[src/rtl/ram_pkg.sv]
// Shared definitions for ram_bank clients: default geometry, FSM state
// encoding and the address-wrap helper used by reader and writer blocks.
package ram_pkg;

   localparam int ADDR_BIT_DEF   = 3;
   localparam int DATA_BIT_DEF   = 16;
   localparam int MEM_HEIGHT_DEF = 8;

   localparam logic [1:0] ST_IDLE   = 2'd0;
   localparam logic [1:0] ST_RUN    = 2'd1;
   localparam logic [1:0] ST_FINISH = 2'd2;

   // base + offset folded back into 0..height-1 with a compare and a
   // subtract, so depths that are not a power of two wrap correctly.
   // Callers keep base < height and offset < height.
   function automatic int unsigned wrap_addr(input int unsigned base,
                                             input int unsigned offset,
                                             input int unsigned height);
      int unsigned sum;
      sum = base + offset;
      if (sum >= height) begin
         sum = sum - height;
      end
      return sum;
   endfunction

endpackage

[src/rtl/ram_rd_skid.sv]
// Two-entry FIFO that holds {last, data} words returning from the bank
// until the downstream consumer takes them.
module ram_rd_skid #(
   parameter int W = 17
) (
   input  logic         clk,
   input  logic         rst_n,
   input  logic         push,
   input  logic         pop,
   input  logic [W-1:0] din,
   output logic         full,
   output logic [1:0]   count,
   output logic [W-1:0] head
);

   logic [W-1:0] slot_reg [2];
   logic         rd_ptr_reg;
   logic         wr_ptr_reg;
   logic [1:0]   count_reg;
   logic         do_push;
   logic         do_pop;

   assign do_pop  = pop && (count_reg != 2'd0);
   assign do_push = push && ((count_reg != 2'd2) || do_pop);

   // Storage, pointers and occupancy; push and pop together leave the count unchanged.
   always_ff @(posedge clk or negedge rst_n) begin
      if (!rst_n) begin
         slot_reg[0] <= '0;
         slot_reg[1] <= '0;
         rd_ptr_reg  <= 1'b0;
         wr_ptr_reg  <= 1'b0;
         count_reg   <= 2'd0;
      end else begin
         if (do_push) begin
            slot_reg[wr_ptr_reg] <= din;
            wr_ptr_reg           <= ~wr_ptr_reg;
         end
         if (do_pop) begin
            rd_ptr_reg <= ~rd_ptr_reg;
         end
         case ({do_push, do_pop})
            2'b10:   count_reg <= count_reg + 2'd1;
            2'b01:   count_reg <= count_reg - 2'd1;
            default: count_reg <= count_reg;
         endcase
      end
   end

   assign full  = (count_reg == 2'd2);
   assign count = count_reg;
   assign head  = slot_reg[rd_ptr_reg];

endmodule

[src/rtl/ram_stream_reader.sv]
// Streams len consecutive words (wrapping at MEM_HEIGHT) out of a ram_bank
// read port onto a valid/ready port, absorbing the bank's one-cycle read
// latency and downstream back-pressure.
module ram_stream_reader
   import ram_pkg::*;
#(
   parameter int ADDR_BIT   = ADDR_BIT_DEF,
   parameter int DATA_BIT   = DATA_BIT_DEF,
   parameter int MEM_HEIGHT = MEM_HEIGHT_DEF
) (
   input  logic                clk,
   input  logic                rst_n,
   input  logic                start,
   input  logic [ADDR_BIT-1:0] base_addr,
   input  logic [ADDR_BIT:0]   len,
   output logic                busy,
   output logic                done,
   output logic                ram_en,
   output logic                ram_re,
   output logic [ADDR_BIT-1:0] ram_addr_r,
   input  logic [DATA_BIT-1:0] ram_d_r,
   output logic                m_valid,
   output logic [DATA_BIT-1:0] m_data,
   output logic                m_last,
   input  logic                m_ready
);

   localparam logic [ADDR_BIT:0] HEIGHT_L = (ADDR_BIT+1)'(MEM_HEIGHT);
   localparam logic [ADDR_BIT:0] ONE_L    = (ADDR_BIT+1)'(1);

   logic [1:0]          state_reg;
   logic [ADDR_BIT-1:0] base_reg;
   logic [ADDR_BIT:0]   len_reg;       // clamped word count of this transfer
   logic [ADDR_BIT:0]   issued_reg;    // reads sent to the bank
   logic [ADDR_BIT:0]   pushed_reg;    // words captured into the buffer
   logic                inflight_reg;  // a read was issued last cycle

   logic                push;
   logic                pop;
   logic                full;
   logic [1:0]          occ;
   logic [DATA_BIT:0]   head;
   logic                push_last;
   logic                room;
   logic                issue;
   logic [2:0]          credit;

   assign push      = inflight_reg;
   assign push_last = (pushed_reg == len_reg - ONE_L);
   assign pop       = m_valid && m_ready;

   // Words held plus the word on its way. A pop this cycle frees a slot for
   // the word that a read issued now will return, which is what sustains one
   // word per cycle while the consumer keeps up; occ + inflight never exceeds 2.
   assign credit = {1'b0, occ} + {2'b00, inflight_reg};
   assign room   = pop ? !(full && inflight_reg) : (credit < 3'd2);
   assign issue  = (state_reg == ST_RUN) && (issued_reg < len_reg) && room;

   assign ram_re     = issue;
   assign ram_en     = issue;
   assign ram_addr_r = issue ? ADDR_BIT'(wrap_addr(32'(base_reg), 32'(issued_reg),
                                                   32'(MEM_HEIGHT)))
                             : '0;

   assign busy    = (state_reg == ST_RUN);
   assign done    = (state_reg == ST_FINISH);
   assign m_valid = (occ != 2'd0);
   assign m_data  = m_valid ? head[DATA_BIT-1:0] : '0;
   assign m_last  = m_valid && head[DATA_BIT];

   ram_rd_skid #(
      .W(DATA_BIT + 1)
   ) u_skid (
      .clk   (clk),
      .rst_n (rst_n),
      .push  (push),
      .pop   (pop),
      .din   ({push_last, ram_d_r}),
      .full  (full),
      .count (occ),
      .head  (head)
   );

   // Transfer FSM with address/word counters and the in-flight flag.
   always_ff @(posedge clk or negedge rst_n) begin
      if (!rst_n) begin
         state_reg    <= ST_IDLE;
         base_reg     <= '0;
         len_reg      <= '0;
         issued_reg   <= '0;
         pushed_reg   <= '0;
         inflight_reg <= 1'b0;
      end else begin
         inflight_reg <= issue;
         case (state_reg)
            ST_IDLE: begin
               if (start) begin
                  base_reg   <= base_addr;
                  len_reg    <= (len > HEIGHT_L) ? HEIGHT_L : len;
                  issued_reg <= '0;
                  pushed_reg <= '0;
                  state_reg  <= (len == '0) ? ST_FINISH : ST_RUN;
               end
            end
            ST_RUN: begin
               if (issue) begin
                  issued_reg <= issued_reg + ONE_L;
               end
               if (push) begin
                  pushed_reg <= pushed_reg + ONE_L;
               end
               if (pop && m_last) begin
                  state_reg <= ST_FINISH;
               end
            end
            default: begin
               // FINISH lasts one cycle; start is not looked at here.
               state_reg <= ST_IDLE;
            end
         endcase
      end
   end

endmodule

[config.mk]
export PLATFORM = sky130hd
export DESIGN_NAME = ram_stream_reader
export DESIGN_NICKNAME = d
export VERILOG_FILES = /design/src/rtl/ram_pkg.sv /design/src/rtl/ram_rd_skid.sv /design/src/rtl/ram_stream_reader.sv
export SDC_FILE = /design/constraint.sdc
export NUM_CORES = 1
export LEC_CHECK = 0
export CORE_MARGIN = 2
export CORE_UTILIZATION = 45
export CTS_CLUSTER_DIAMETER = 40
export DETAILED_ROUTE_END_ITERATION = 8
export GPL_TIMING_DRIVEN = 0
export PLACE_DENSITY = 0.84
export SKIP_LAST_GASP = 1
export SLEW_MARGIN = 15
export SYNTH_ARGS = -nofsm -noshare
export SYNTH_HDL_FRONTEND = slang
export SYNTH_SLANG_ARGS = --single-unit
export TNS_END_PERCENT = 50
[constraint.sdc]
create_clock -name clk -period 2.25 [get_ports clk]
set_clock_uncertainty 0.2 [all_clocks]
set_input_delay 0.3375 -clock clk [delete_from_list [all_inputs] [get_ports clk]]
set_output_delay 0.3375 -clock clk [all_outputs]
set_load 0.01 [all_outputs]
==> results.md <==
* Reg2Reg Depth at 9
* Slew margin rel. at 53.9%
* H-Tree Depth at 2
* Syn nets at 279
* Fin cells at 393
* Setup Viol. Count Final at 9
* Drt total wl at 6000 um
* Synth Cell Area at 2840 um2
* Number of synthesized register bits at 56
* Largest net degree at the start of global routing at 57
* Cells after synthesis at 243
* Crit path launch type: register
* Reg2reg end: u_skid.slot_reg[33]
* Area Growth Syn to Fin at 31.2%
* Clk Latency, worst-skew pair at 0.31 ns
* Met1 usage at 22.6%
* Layout net count at 353
* Pre-CTS setup slack at -0.698 ns
* CTS Root Cell: clkbuf_8
* R2r startpoint: len_reg[1]
* CP Cell Sequence: ha_4 > o211ai_1 > nor2_1 > or3_1 > buf_6 > clkinv_4 > and2_4 > buf_6
* Placed Cells at 369
* Fillers at 490
* Static leakage at 1.73 nW
* Top cell by count, worst path: buf_6
* Min Tclk post-route at 2.56 ns
* Ys Warns at 0
* Buffers from clock root to sink, at most at 2
* DR pass1 iterations at 6
* Global placer's final weighted congestion at 0.787
* PwrDens at 1580 nW/um2
* Worst hold path depth at 2
* Initial Utilization at 47.1%
* Setup crit end: ram_addr_r[0]
* Sequential area share after synthesis at 49.3%
* DRT antenna net count at 0
* Arrival @ worst endpoint at 2.02 ns
* Critical path capture point type: output port
* Rows at 28
* RSZ-0062 raised after global routing: yes
* Period utilization at 114%
* Max Fclk at 390 MHz
* Critical path data required time at 1.71 ns
* DR vias at 2,077
* Vias in the first global route at 2,122
* Die Area at 6960 um2
* Clk slew on worst S/H paths at 0.11 ns
* Worst Setup SP: issued_reg[1]
* Number of port buffers at 51
* Num CTS Buffers at 5
* Max cap viols at 0
* Ant. Diodes at 0
* Crit path max fanout at 6
* Setup ws final at -0.311 ns
* All-Layer GR Usage at 17.7%
* Final hold vios at 0
* Critical path class: reg -> out
* Hold Path Class: reg -> reg
* Slew Viols, Final at 0
* Outcome: finished with violations
* CP max stage delay at 0.43 ns
* Wire per inst at 15.3 um
* IR drop worst, VDD at 0.756 mV
* Drt initial violations at 127
* Failing checks: setup timing
* Layout cells sized above 1 at 29.6%
* Max reg flops at 34
* R2R Setup Slk at 0.08 ns
* Die height at 83.4 um
* Routing usage on met2 at 30.7%
* Initial antenna violation count at 0
* TritonCTS clock tree: done
* Mapped Avg Cell Area at 11.7 um2
* Die width at 83.4 um
* Slew @ Worst Pin at 0.692 ns
* Overflow after GRT at 0
* Worst path slowest cell: dfrtp_1
* Met3 usage at 2.78%
* Via/cell ratio at 5.28
* Ports at 52
* DRC at 0
* Detail Placement HPWL at 4110 um
* Core ar. at 6030 um2
* Busiest layer in global routing: met2
* Synth cell types at 44
* CTS sink count at 56
* First-pass GRT wire length at 10,100 um
[layout make-up]
cell class	count	area (um2)	share of cell area, %
clock inverters	3	21.3	0.571
well taps	75	93.8	2.52
flip-flops and latches	56	1400	37.6
plain buffers	11	83.8	2.25
inverters	12	50.0	1.34
multi-input cells	164	1380	36.9
clock buffers	5	68.8	1.85
repair buffers	67	629	16.9
[layer usage]
metal	vias to the layer above	share of wire, %
met5	-	0
met4	0	1.5
met3	8	3.0
met2	48	52
met1	1044	44
li1	977	-
[power breakdown]
| part | switching, mW | internal (mW) | total, mW |
|---|---|---|---|
| logic | 1.53 | 1.97 | 3.51 |
| clock network | 0.340 | 0.222 | 0.562 |
| registers | 0.334 | 1.49 | 1.83 |
[logic make-up after synthesis]
family	after synthesis	synth area share, %
simple gates	65	11.9
flops	56	49.3
mux	54	20.6
buf+inv	23	4.10
compound gates	21	5.29
xor+xnor	15	4.63
fa+ha+maj	9	4.23
[per-stage QoR]
step                hold WS (ns)  TNS (ns)  util [%]  area [um2]  power [mW]
detailed placement         0.229     -8.01      57.2        3440        5.02
finish                     0.310     -1.83      61.8        3730        5.90
CTS                        0.310     -2.07      60.6        3650        5.79
floorplan                 -0.158         0         -        2840        3.85
global route               0.331     -2.86      61.8        3730        6.32
global placement           0.267    -63.99      57.2        3450        4.90
[how the worst min path moves through the flow]
stage | from | end | slack [ns]
2_1_floorplan | rst_n | base_reg[0] | -0.16
3_3_place_gp | base_reg[0] | base_reg[0] | 0.27
3_5_place_dp | rst_n | base_reg[1] | 0.23
4_1_cts | base_reg[2] | base_reg[2] | 0.31
5_1_grt | base_reg[0] | base_reg[0] | 0.33
6_report | base_reg[0] | base_reg[0] | 0.31
[cell usage in the layout (no fill, tap or decap), types with 2 or more instances in the layout]
cell	netlist	final
inv_2	2	4
and2_1	3	2
ha_1	8	6
ha_4	0	2
clkbuf_8	0	5
a22o_1	2	2
nand3b_1	4	4
buf_2	3	3
nand3_1	4	3
buf_6	2	6
inv_1	10	7
mux2i_1	19	18
o31ai_1	2	2
o21ai_0	8	8
dlygate4sd2_1	0	4
clkbuf_1	2	2
mux2_2	35	35
dfrtp_1	56	55
dlymetal6s2s_1	0	4
xnor2_1	12	12
nand2b_1	2	2
clkdlybuf4s50_1	0	37
nor2_1	24	24
buf_4	3	21
nand2_1	15	15
xor2_1	3	3
[synth_stat cells (all sizes together)]
library cell | instances | area share (%)
a21oi | 1 | 0.18
nor2 | 26 | 4.1
and3 | 2 | 0.62
xnor2 | 12 | 3.7
nor3 | 1 | 0.18
a22o | 2 | 0.62
nand2 | 15 | 2.0
and2 | 3 | 0.66
nor3b | 2 | 0.53
clkbuf | 2 | 0.26
o21bai | 1 | 0.26
or4 | 1 | 0.26
o32ai | 1 | 0.31
nand3b | 4 | 1.1
and2b | 1 | 0.26
or3b | 1 | 0.31
nand3 | 4 | 0.70
mux2 | 35 | 14
fa | 1 | 0.70
o2bb2ai | 1 | 0.31
o22ai | 1 | 0.22
mux2i | 19 | 6.7
or3 | 1 | 0.22
o21ai | 9 | 1.7
inv | 12 | 1.6
xor2 | 3 | 0.93
nand2b | 3 | 0.75
nor4 | 1 | 0.22
dfrtp | 56 | 49
o211ai | 2 | 0.70
o31ai | 3 | 0.97
ha | 8 | 3.5
buf | 9 | 2.2
[critical path: cells and delay by family (launching register included)]
| family | cells | cell delay (ns) |
|---|---|---|
| adder cells (fa/ha/maj) | 1 | 0.25 |
| buffers and inverters | 3 | 0.29 |
| AO/OA/AOI/OAI | 1 | 0.23 |
| AND/OR/NAND/NOR | 3 | 0.51 |
| flip-flops | 1 | 0.43 |
[timing repair]
item	in CTS	in global routing
buffers inserted	9	6
hold endpoints to repair	56	0
gates resized for setup	40	9
pin swaps	8	2
hold buffers	1	0
setup endpoints to repair	18	19
Power figures use the tool's default switching activity.
